## src/rtl/nes_joypad_port_if.sv

```systemverilog
// CPU-side bus of the NES joypad port: strobe register write, read pulse
// and the serial data bit returned to the CPU.
interface nes_joypad_port_if;
   logic strobe_we;
   logic strobe_d;
   logic rd_pulse;
   logic dout;

   // CPU / bus side
   modport master (
      output strobe_we,
      output strobe_d,
      output rd_pulse,
      input  dout
   );

   // Joypad port side
   modport slave (
      input  strobe_we,
      input  strobe_d,
      input  rd_pulse,
      output dout
   );
endinterface

```

## src/rtl/nes_joypad_port.sv

```systemverilog
// NES joypad port: synchronizes and debounces the raw button vector,
// suppresses impossible d-pad combinations, applies turbo to A/B and
// serializes the result through the classic strobe/read shift register.
module nes_joypad_port #(
   parameter int unsigned STABLE_CYC = 4,
   parameter int unsigned TURBO_W    = 20
) (
   input  logic               nesclk,
   input  logic               nesrst_n,
   input  logic [7:0]         btn_nes,
   input  logic               conerr,
   input  logic [1:0]         turbo_en,
   nes_joypad_port_if.slave   cpu,
   output logic [7:0]         btn_cur
);

   logic [7:0]         btn_s1;
   logic [7:0]         btn_s2;
   logic               err_s1;
   logic               err_s2;
   logic [7:0]         btn_last;
   logic [7:0]         stab_cnt;
   logic [7:0]         btn_stable;
   logic [TURBO_W-1:0] div;
   logic               phase;
   logic               strobe_q;
   logic [7:0]         shreg;
   logic [7:0]         btn_nxt;

   // Two-flop synchronizers for the asynchronous button vector and link error
   always_ff @(posedge nesclk or negedge nesrst_n) begin
      if (!nesrst_n) begin
         btn_s1 <= '0;
         btn_s2 <= '0;
         err_s1 <= 1'b0;
         err_s2 <= 1'b0;
      end else begin
         btn_s1 <= btn_nes;
         btn_s2 <= btn_s1;
         err_s1 <= conerr;
         err_s2 <= err_s1;
      end
   end

   // Debounce: commit the vector once it has matched for STABLE_CYC cycles;
   // a link error overrides and holds the committed vector at zero
   always_ff @(posedge nesclk or negedge nesrst_n) begin
      if (!nesrst_n) begin
         btn_last   <= '0;
         stab_cnt   <= '0;
         btn_stable <= '0;
      end else begin
         btn_last <= btn_s2;
         if (btn_s2 != btn_last) begin
            stab_cnt <= '0;
         end else if (stab_cnt != 8'(STABLE_CYC)) begin
            stab_cnt <= stab_cnt + 8'd1;
         end
         if (err_s2) begin
            btn_stable <= '0;
         end else if (stab_cnt == 8'(STABLE_CYC)) begin
            btn_stable <= btn_last;
         end
      end
   end

   // Free-running turbo divider; phase flips each time the divider wraps
   always_ff @(posedge nesclk or negedge nesrst_n) begin
      if (!nesrst_n) begin
         div   <= '0;
         phase <= 1'b0;
      end else begin
         div <= div + TURBO_W'(1);
         if (div == '1) begin
            phase <= ~phase;
         end
      end
   end

   // D-pad conflict removal, turbo gating and reorder into NES shift order;
   // the error mask is applied here too so the output clears without
   // waiting an extra cycle for btn_stable
   always_comb begin
      logic [7:0] v;
      logic       a_g;
      logic       b_g;
      v = err_s2 ? 8'h00 : btn_stable;
      if (v[7] && v[6]) begin
         v[7] = 1'b0;
         v[6] = 1'b0;
      end
      if (v[5] && v[4]) begin
         v[5] = 1'b0;
         v[4] = 1'b0;
      end
      a_g     = v[0] & (~turbo_en[0] | phase);
      b_g     = v[1] & (~turbo_en[1] | phase);
      btn_nxt = {v[5], v[4], v[6], v[7], v[3], v[2], b_g, a_g};
   end

   // Registered processed button vector
   always_ff @(posedge nesclk or negedge nesrst_n) begin
      if (!nesrst_n) begin
         btn_cur <= '0;
      end else begin
         btn_cur <= btn_nxt;
      end
   end

   // Strobe register and shift register; the pre-edge strobe value decides
   // between load and shift, so a coincident strobe write takes effect next cycle
   always_ff @(posedge nesclk or negedge nesrst_n) begin
      if (!nesrst_n) begin
         strobe_q <= 1'b0;
         shreg    <= '0;
      end else begin
         if (cpu.strobe_we) begin
            strobe_q <= cpu.strobe_d;
         end
         if (strobe_q) begin
            shreg <= btn_cur;
         end else if (cpu.rd_pulse) begin
            shreg <= {1'b1, shreg[7:1]};
         end
      end
   end

   assign cpu.dout = shreg[0];

endmodule
```

## src/flat_wrapper.sv

```systemverilog
// flat-port wrapper written by rule: the top's interface ports become plain ports
module nes_joypad_port_flat 
#(
   parameter int unsigned STABLE_CYC = 4,
   parameter int unsigned TURBO_W    = 20
)
  (nesclk, nesrst_n, btn_nes, conerr, turbo_en, btn_cur, cpu_strobe_we, cpu_strobe_d, cpu_rd_pulse, cpu_dout);
  nes_joypad_port_if cpu_i ();
  input  logic nesclk;
  input  logic nesrst_n;
  input  logic [7:0] btn_nes;
  input  logic conerr;
  input  logic [1:0] turbo_en;
  output logic [7:0] btn_cur;
  input wire logic [$bits(cpu_i.strobe_we)-1:0] cpu_strobe_we;
  input wire logic [$bits(cpu_i.strobe_d)-1:0] cpu_strobe_d;
  input wire logic [$bits(cpu_i.rd_pulse)-1:0] cpu_rd_pulse;
  output wire logic [$bits(cpu_i.dout)-1:0] cpu_dout;
  assign cpu_i.strobe_we = cpu_strobe_we;
  assign cpu_i.strobe_d = cpu_strobe_d;
  assign cpu_i.rd_pulse = cpu_rd_pulse;
  assign cpu_dout = cpu_i.dout;
  nes_joypad_port #(.STABLE_CYC(STABLE_CYC), .TURBO_W(TURBO_W)) u_core (.nesclk(nesclk), .nesrst_n(nesrst_n), .btn_nes(btn_nes), .conerr(conerr), .turbo_en(turbo_en), .cpu(cpu_i), .btn_cur(btn_cur));
endmodule
```

## config.mk

```make
export PLATFORM = sky130hd
export DESIGN_NAME = nes_joypad_port_flat
export DESIGN_NICKNAME = d
export VERILOG_FILES = /design/src/rtl/nes_joypad_port_if.sv /design/src/rtl/nes_joypad_port.sv /design/src/flat_wrapper.sv
export SDC_FILE = /design/constraint.sdc
export NUM_CORES = 1
export LEC_CHECK = 0
export BUFFER_PORTS_ARGS = -buffer_cell sky130_fd_sc_hd__clkbuf_2
export CAP_MARGIN = 0
export CORE_ASPECT_RATIO = 0.9
export CORE_UTILIZATION = 46
export CTS_BUF_LIST = sky130_fd_sc_hd__clkbuf_8 sky130_fd_sc_hd__clkbuf_16
export DETAILED_ROUTE_END_ITERATION = 6
export SKIP_CTS_REPAIR_TIMING = 1
export SLEW_MARGIN = 20
export SYNTH_ARGS = -nofsm -noshare
export SYNTH_HDL_FRONTEND = slang
export SYNTH_SLANG_ARGS = --single-unit
```

## constraint.sdc

```tcl
create_clock -name nesclk -period 1.7 [get_ports nesclk]
set_input_delay 0.255 -clock nesclk [delete_from_list [all_inputs] [get_ports nesclk]]
set_output_delay 0.255 -clock nesclk [all_outputs]
set_load 0.02 [all_outputs]
```

==> summary.txt, run 1 <==
Outcome
  • Result of the run: complete, no violations

Worst setup path
  • Crit path max-delay family: simple AND/OR/NAND/NOR gates
  • Worst reg2reg path endpoint: u_core.btn_stable[0]
  • Bufs and invs on worst path: 2
  • Flop2flop setup slack: 0.07 ns
  • Crit path DAT: 1.83 ns
  • CP max FO: 8
  • Worst path slowest cell: dfrtp_1
  • CP Capture Type: flop
  • Worst R2R Start: u_core.stab_cnt[1]
  • Crit path cell chain: inv_1 -> ha_1 -> nor4bb_4 -> nand2_1 -> buf_4 -> nand2_1 -> a21oi_1
  • Most used cell, CP: nand2_1
  • Largest stage delay, worst path: 0.42 ns
  • CP Class: flop to flop
  • Data required, critical path: 1.90 ns
  • CP startpoint kind: flop
  • R2R cell count: 7

Floorplan
  • Die Y: 79.0 µm
  • Row cnt: 27
  • Num ports: 25
  • Die area: 6910 µm²
  • Die width: 87.5 µm
  • Core area: 6250 µm²
  • Initial Util: 48.4%

Pwr
  • Combinational Power Share: 3.2%
  • Flop pwr share: 58.9%
  • Clk pwr share: 37.9%
  • Internal Dissipation: 2.61 mW
  • Pwr Density: 939 nW/µm²
  • Sw Ratio: 22.2%
  • Leakage: 1.66 nW
  • Worst vdd ir: 0.000659 V
  • Sw Pwr: 0.743 mW

Final layout
  • Most frequent cells in the layout: dfrtp_1, nand2_1, clkbuf_2
  • Fin util: 57.1%
  • Share of layout cells above drive strength 1: 18.5%
  • Layout area overhead: 17.9%
  • Multi-input logic area: 995 µm²
  • Nets: 301
  • Filler cells: 552
  • Reg area: 2000 µm²
  • Ant. Diodes: 0
  • Most common cell after layout, fill and taps aside: dfrtp_1
  • Design Area, Final: 3570 µm²

Min path
  • HP Start: btn_nes[1]
  • Worst Hold Class: primary input to flop
  • Hold worst-path end: u_core.btn_s1[1]
  • Hold path depth: 1

Timing
  • Peak Freq: 613 MHz
  • Worst Skew: 0.00942 ns
  • Tcrit/Tclk final: 95.9%
  • Max-slew violation count: 0
  • Max_slew headroom: 68.7%
  • Worst Max-Slew Pin Slew: 0.469 ns
  • Final setup vio count: 0
  • Tmin final: 1.63 ns
  • Hold Violations, Final: 0
  • RSZ-0062 raised after global routing: yes

Clocking
  • Clock latency on the worst-skew pair: 0.34 ns
  • CTS buffer count: 9
  • Clk slew on worst S/H paths: 0.08 ns
  • # H-tree levels: 3
  • Clk root buf: clkbuf_8
  • Clk buf depth: 2
  • Clock Sinks: 80
  • CTS tree: yes

Synthesis
  • Register area share after synthesis: 66.1%
  • Post-synthesis instance area: 3030 µm²
  • #FFs+latches synth: 80
  • Synth Instances: 240
  • Yosys top cell by area: dfrtp_1
  • Yosys warns: 0
  • Post-synth cell types: 28
  • Synth Net Count: 259
  • Syn avg cell area: 12.6 µm²
  • Synth area leaders: dfrtp_1, xor2_1, xnor2_1
  • Synth top area share: 66.1%

Detailed routing
  • DRT antenna net count: 0
  • Violation count after the first detailed-route iteration: 88
  • Wire per inst: 12.1 µm
  • DR vias/cell: 4.75
  • DRC Markers: 0
  • Total Wirelength: 4.53 mm
  • 1st-pass router iterations: 4
  • Vias: 1777

Global routing
  • GRT Total Usage: 15.6%
  • Initial antenna violation count: 0
  • First-pass GRT wire length: 7.99 mm
  • Met3 GRT Util: 5.61%
  • Overflow after GRT: 0
  • Largest net degree at the start of global routing: 40
  • GR met1 Demand/Resource: 20.9%
  • Met2 GRT Util: 22.7%
  • Vias in the first global route: 1773
  • Gr busiest metal: met2

Placed design
  • Final Wtd Congestion: 0.783
  • Placed wire-length estimate: 3.18 mm
  • DP Area: 3280 µm²
  • Port bufs: 24

Job
  • Max_cap viols: 0
cell type report:
cell class	count	share of cell area, %
sequential	80	56.1
tap	87	3.05
clock inverter	5	1.16
timing repair buffer	38	7.29
clock buffer	11	4.24
multi-input combinational	150	27.9
inverter	3	0.315
state kept, by name, summed over array words and instances, names as in the netlist:
signal             cells
u_core.btn_s1          8
u_core.err_s1          1
u_core.err_s2          1
u_core.btn_last        8
u_core.btn_s2          8
u_core.btn_cur         8
u_core.strobe_q        1
u_core.btn_stable      8
u_core.shreg           8
u_core.phase           1
u_core.div            20
u_core.stab_cnt        8
cell usage after synthesis:
| library cell | count |
|---|---|
| a21oi_1 | 10 |
| and2_1 | 2 |
| and3_1 | 4 |
| and3_2 | 2 |
| and4_1 | 3 |
| and4_2 | 1 |
| and4_4 | 1 |
| buf_2 | 1 |
| buf_6 | 1 |
| clkbuf_1 | 5 |
| dfrtp_1 | 80 |
| ha_1 | 3 |
| inv_1 | 3 |
| mux2_2 | 1 |
| mux2i_1 | 8 |
| nand2_1 | 24 |
| nand3_1 | 21 |
| nand4_1 | 3 |
| nand4_4 | 1 |
| nor2_1 | 10 |
| nor2b_1 | 4 |
| nor3_1 | 3 |
| nor3b_1 | 6 |
| nor4_1 | 2 |
| nor4bb_1 | 1 |
| o21ai_0 | 8 |
| xnor2_1 | 14 |
| xor2_1 | 18 |
routing by layer:
metal | vias to the layer above | part of all wire (%)
met2 | 36 | 44
met3 | 5 | 3.8
met5 | - | 0
met4 | 0 | 1.4
met1 | 832 | 51
li1 | 904 | -
power by group through the flow:
| stage | Combinational [mW] | Clock (mW) | Sequential, mW |
|---|---|---|---|
| 5_1_grt | 0.123 | 1.41 | 1.98 |
| 4_1_cts | 0.0973 | 1.34 | 1.98 |
| 3_5_place_dp | 0.0968 | 0 | 2.01 |
| 2_1_floorplan | 0.0396 | 0 | 2.00 |
| 6_report | 0.107 | 1.27 | 1.98 |
| 3_3_place_gp | 0.0958 | 0 | 2.01 |
worst reg2reg max path, stage by stage, from the launching register on:
cell and delay [ns]:
dfrtp_1 0.42, inv_1 0.07, ha_1 0.15, nor4bb_4 0.35
nand2_1 0.17, buf_4 0.20, nand2_1 0.07, a21oi_1 0.06
stage by stage:
stage	power (mW)	setup WS [ns]	std cells	TNS [ns]	hold WS [ns]
6_report	3.35	0.0696	374	0	0.0255
5_1_grt	3.52	-0.0686	374	-0.351	0.00365
4_1_cts	3.41	-0.0651	366	-0.473	-0.227
3_5_place_dp	2.11	-0.0434	350	-0.254	0.161
3_3_place_gp	2.11	0.126	350	0	0.162
2_1_floorplan	2.04	0.210	240	0	-0.0406
worst max-delay path by stage:
stage                        from              endpoint  slack (ns)  cells after the start
6_report       u_core.stab_cnt[1]  u_core.btn_stable[0]        0.07                      7
5_1_grt        u_core.stab_cnt[1]    u_core.stab_cnt[2]       -0.07                      6
4_1_cts        u_core.stab_cnt[1]  u_core.btn_stable[0]       -0.07                      7
3_5_place_dp   u_core.stab_cnt[1]    u_core.stab_cnt[2]       -0.04                      6
3_3_place_gp        u_core.div[0]          u_core.phase        0.13                      5
2_1_floorplan  u_core.stab_cnt[0]    u_core.stab_cnt[0]        0.21                      7
logic make-up after synthesis:
logic type	Yosys count	synth area share (%)
buffers and inverters	10	1.53
xor gates and xnor gates	32	9.26
AOI/OAI and AO/OA	18	2.98
DFF	80	66.1
and+or+nand+nor	88	15.9
muxes	9	3.02
adders and majority gates	3	1.24
No activity file was read; power rests on OpenSTA's default activity.
==> run 2, diff against run 1 <==
==> constraint.sdc (replaced) <==
create_clock -name nesclk -period 1.7 [get_ports nesclk]
set_input_delay 0.085 -clock nesclk [delete_from_list [all_inputs] [get_ports nesclk]]
set_output_delay 0.085 -clock nesclk [all_outputs]
set_load 0.02 [all_outputs]
==> run 2 against run 1 <==
  * Largest power group unchanged
  * Final cell count up 0.80%
  * Combinational power up 7%
  * Register-to-register slack better by 0.05 ns
==> summary.txt, run 2 (synthesis results as in run 1) <==
Detailed routing
  • DRT antenna net count: 0 (unchanged)
  • 1st-pass router iterations: 4 (unchanged)
  • DRC Markers: 0 (unchanged)
  • Vias: 1802 (was 1777)
  • Violation count after the first detailed-route iteration: 99 (was 88)
  • Total Wirelength: 4.47 mm (was 4.53 mm)
  • Wire per inst: 11.9 µm (was 12.1 µm)
  • DR vias/cell: 4.78 (was 4.75)

Timing
  • Max-slew violation count: 0 (unchanged)
  • Peak Freq: 631 MHz (was 613 MHz)
  • Max_slew headroom: 66.5% (was 68.7%)
  • Tmin final: 1.58 ns (was 1.63 ns)
  • Setup ws final: 0.115 ns (was 0.0696 ns)
  • Tcrit/Tclk final: 93.2% (was 95.9%)
  • Worst Skew: 0.00796 ns (was 0.00942 ns)
  • Setup_tns: 0 ns (unchanged)
  • Hold Violations, Final: 0 (unchanged)
  • Final setup vio count: 0 (unchanged)
  • Worst Max-Slew Pin Slew: 0.503 ns (was 0.469 ns)

Final layout
  • Reg area: 2000 µm² (unchanged)
  • Multi-input logic area: 995 µm² (unchanged)
  • Most frequent cells in the layout: dfrtp_1, nand2_1, clkbuf_2 (unchanged)
  • Final cell count without fillers: 377 (was 374)
  • Max reg flops: 20 (unchanged)
  • Ant. Diodes: 0 (unchanged)
  • Layout area overhead: 19.9% (was 17.9%)
  • Share of layout cells above drive strength 1: 17.6% (was 18.5%)
  • Most common cell after layout, fill and taps aside: dfrtp_1 (unchanged)
  • Filler cells: 543 (was 552)
  • Largest Register: u_core.div (unchanged)
  • Design Area, Final: 3630 µm² (was 3570 µm²)
  • Nets: 304 (was 301)

Floorplan
  • Die width: 87.5 µm (unchanged)
  • Die Y: 79.0 µm (unchanged)
  • Initial Util: 48.4% (unchanged)
  • Core area: 6250 µm² (unchanged)
  • Num ports: 25 (unchanged)
  • Row cnt: 27 (unchanged)
  • Die area: 6910 µm² (unchanged)

Clocking
  • # H-tree levels: 3 (unchanged)
  • CTS buffer count: 9 (unchanged)
  • CTS tree: yes (unchanged)
  • Clk root buf: clkbuf_8 (unchanged)
  • Clock Sinks: 80 (unchanged)
  • Clock latency on the worst-skew pair: 0.34 ns (about the same)
  • Clk slew on worst S/H paths: 0.08 ns (about the same)
  • Clk buf depth: 2 (unchanged)

Worst setup path
  • R2R cell count: 7 (unchanged)
  • Largest stage delay, worst path: 0.42 ns (about the same)
  • Flop2flop setup slack: 0.12 ns (was 0.07 ns)
  • Crit path DAT: 1.79 ns (was 1.83 ns)
  • Bufs and invs on worst path: 2 (unchanged)
  • CP Class: flop to flop (unchanged)
  • Worst reg2reg path endpoint: u_core.btn_stable[3] (was u_core.btn_stable[0])
  • Worst R2R Start: u_core.stab_cnt[1] (unchanged)
  • CP max FO: 8 (unchanged)
  • Crit path cell chain: inv_1 -> ha_1 -> nor4bb_4 -> nand2_1 -> buf_4 -> nand2_1 -> a21oi_1 (unchanged)
  • Crit path max-delay family: simple AND/OR/NAND/NOR gates (unchanged)
  • Data required, critical path: 1.90 ns (about the same)
  • CP startpoint kind: flop (unchanged)
  • CP Capture Type: flop (unchanged)
  • Worst path slowest cell: dfrtp_1 (unchanged)
  • Most used cell, CP: nand2_1 (unchanged)

Pwr
  • Worst vdd ir: 0.000805 V (was 0.000659 V)
  • Pwr Density: 988 nW/µm² (was 939 nW/µm²)
  • Sw Ratio: 20.4% (was 22.2%)
  • Flop pwr share: 55.0% (was 58.9%)
  • Leakage: 1.69 nW (was 1.66 nW)
  • Clk pwr share: 41.8% (was 37.9%)
  • Combinational Power Share: 3.2% (about the same)
  • Internal Dissipation: 2.86 mW (was 2.61 mW)
  • Sw Pwr: 0.732 mW (was 0.743 mW)
  • Total chip power: 3.59 mW (was 3.35 mW)

Global routing
  • First-pass GRT wire length: 7.73 mm (was 7.99 mm)
  • Vias in the first global route: 1679 (was 1773)
  • Overflow after GRT: 0 (unchanged)
  • Largest net degree at the start of global routing: 42 (was 40)
  • GRT Total Usage: 15.0% (was 15.6%)
  • Initial antenna violation count: 0 (unchanged)

Job
  • Max_cap viols: 0 (unchanged)

Min path
  • Hold path depth: 3 (was 1)
  • Worst Hold Class: primary input to flop (unchanged)
  • HP Start: turbo_en[1] (was btn_nes[1])
  • Hold worst-path end: u_core.btn_cur[1] (was u_core.btn_s1[1])

Placed design
  • Placed Cells: 349 (was 350)
  • DP Area: 3270 µm² (was 3280 µm²)
  • Placed wire-length estimate: 3.03 mm (was 3.18 mm)
  • Dpl ws: 0.0221 ns (was -0.0434 ns)
  • Port bufs: 24 (unchanged)
  • Final Wtd Congestion: 0.713 (was 0.783)

Outcome
  • Result of the run: complete, no violations (unchanged)
[run 2: worst min-delay path, delay by kind of cell]
kind	cells	cell delay (ns)
AND/OR/NAND/NOR	2	0.20
buffers and inverters	1	0.07
[run 2: layout make-up]
cell class	count	share of cell area, %
Inverter	3	0.310
Sequential cell	80	55.1
Clock inverter	6	2.31
Timing Repair Buffer	41	8.06
Clock buffer	10	3.79
Tap cell	87	3.00
Multi-Input combinational cell	150	27.4
[run 2: worst max-delay path by stage]
stage / from / cells after the start / slack (ns) / to
CTS: u_core.stab_cnt[1] / 7 / -0.009 / u_core.btn_stable[3]
global route: u_core.stab_cnt[1] / 7 / -0.02 / u_core.btn_stable[1]
detailed placement: u_core.stab_cnt[1] / 7 / 0.02 / u_core.btn_stable[4]
floorplan: u_core.stab_cnt[0] / 7 / 0.21 / u_core.stab_cnt[0]
finish: u_core.stab_cnt[1] / 7 / 0.12 / u_core.btn_stable[3]
global placement: u_core.div[0] / 5 / 0.16 / u_core.phase
[run 2: routing by layer]
metal | vias to the layer above | track usage, % | share of wire (%) | wire length (µm)
met5 | - | 0 | 0 | 0
met4 | 0 | 5.90 | 1.2 | 52
met3 | 7 | 5.93 | 4.5 | 201
met2 | 31 | 20.9 | 43 | 1920
met1 | 858 | 21.0 | 51 | 2300
li1 | 906 | - | - | -
[run 2: through the flow]
step	util, %	hold WS, ns
finish	58.1	0.0535
floorplan	-	-0.211
global placement	52.4	0.0997
detailed placement	52.4	0.0999
CTS	55.9	-0.280
global route	58.1	0.0796
[run 2: power groups by stage]
stage                     clock, mW  sequential (mW)  combinational [mW]
after floorplan                   0             2.00              0.0396
after detailed placement          0             2.01              0.0966
after CTS                      1.55             1.98              0.0968
final                          1.50             1.98               0.115
after global placement            0             2.01              0.0945
after global routing           1.62             1.98               0.133
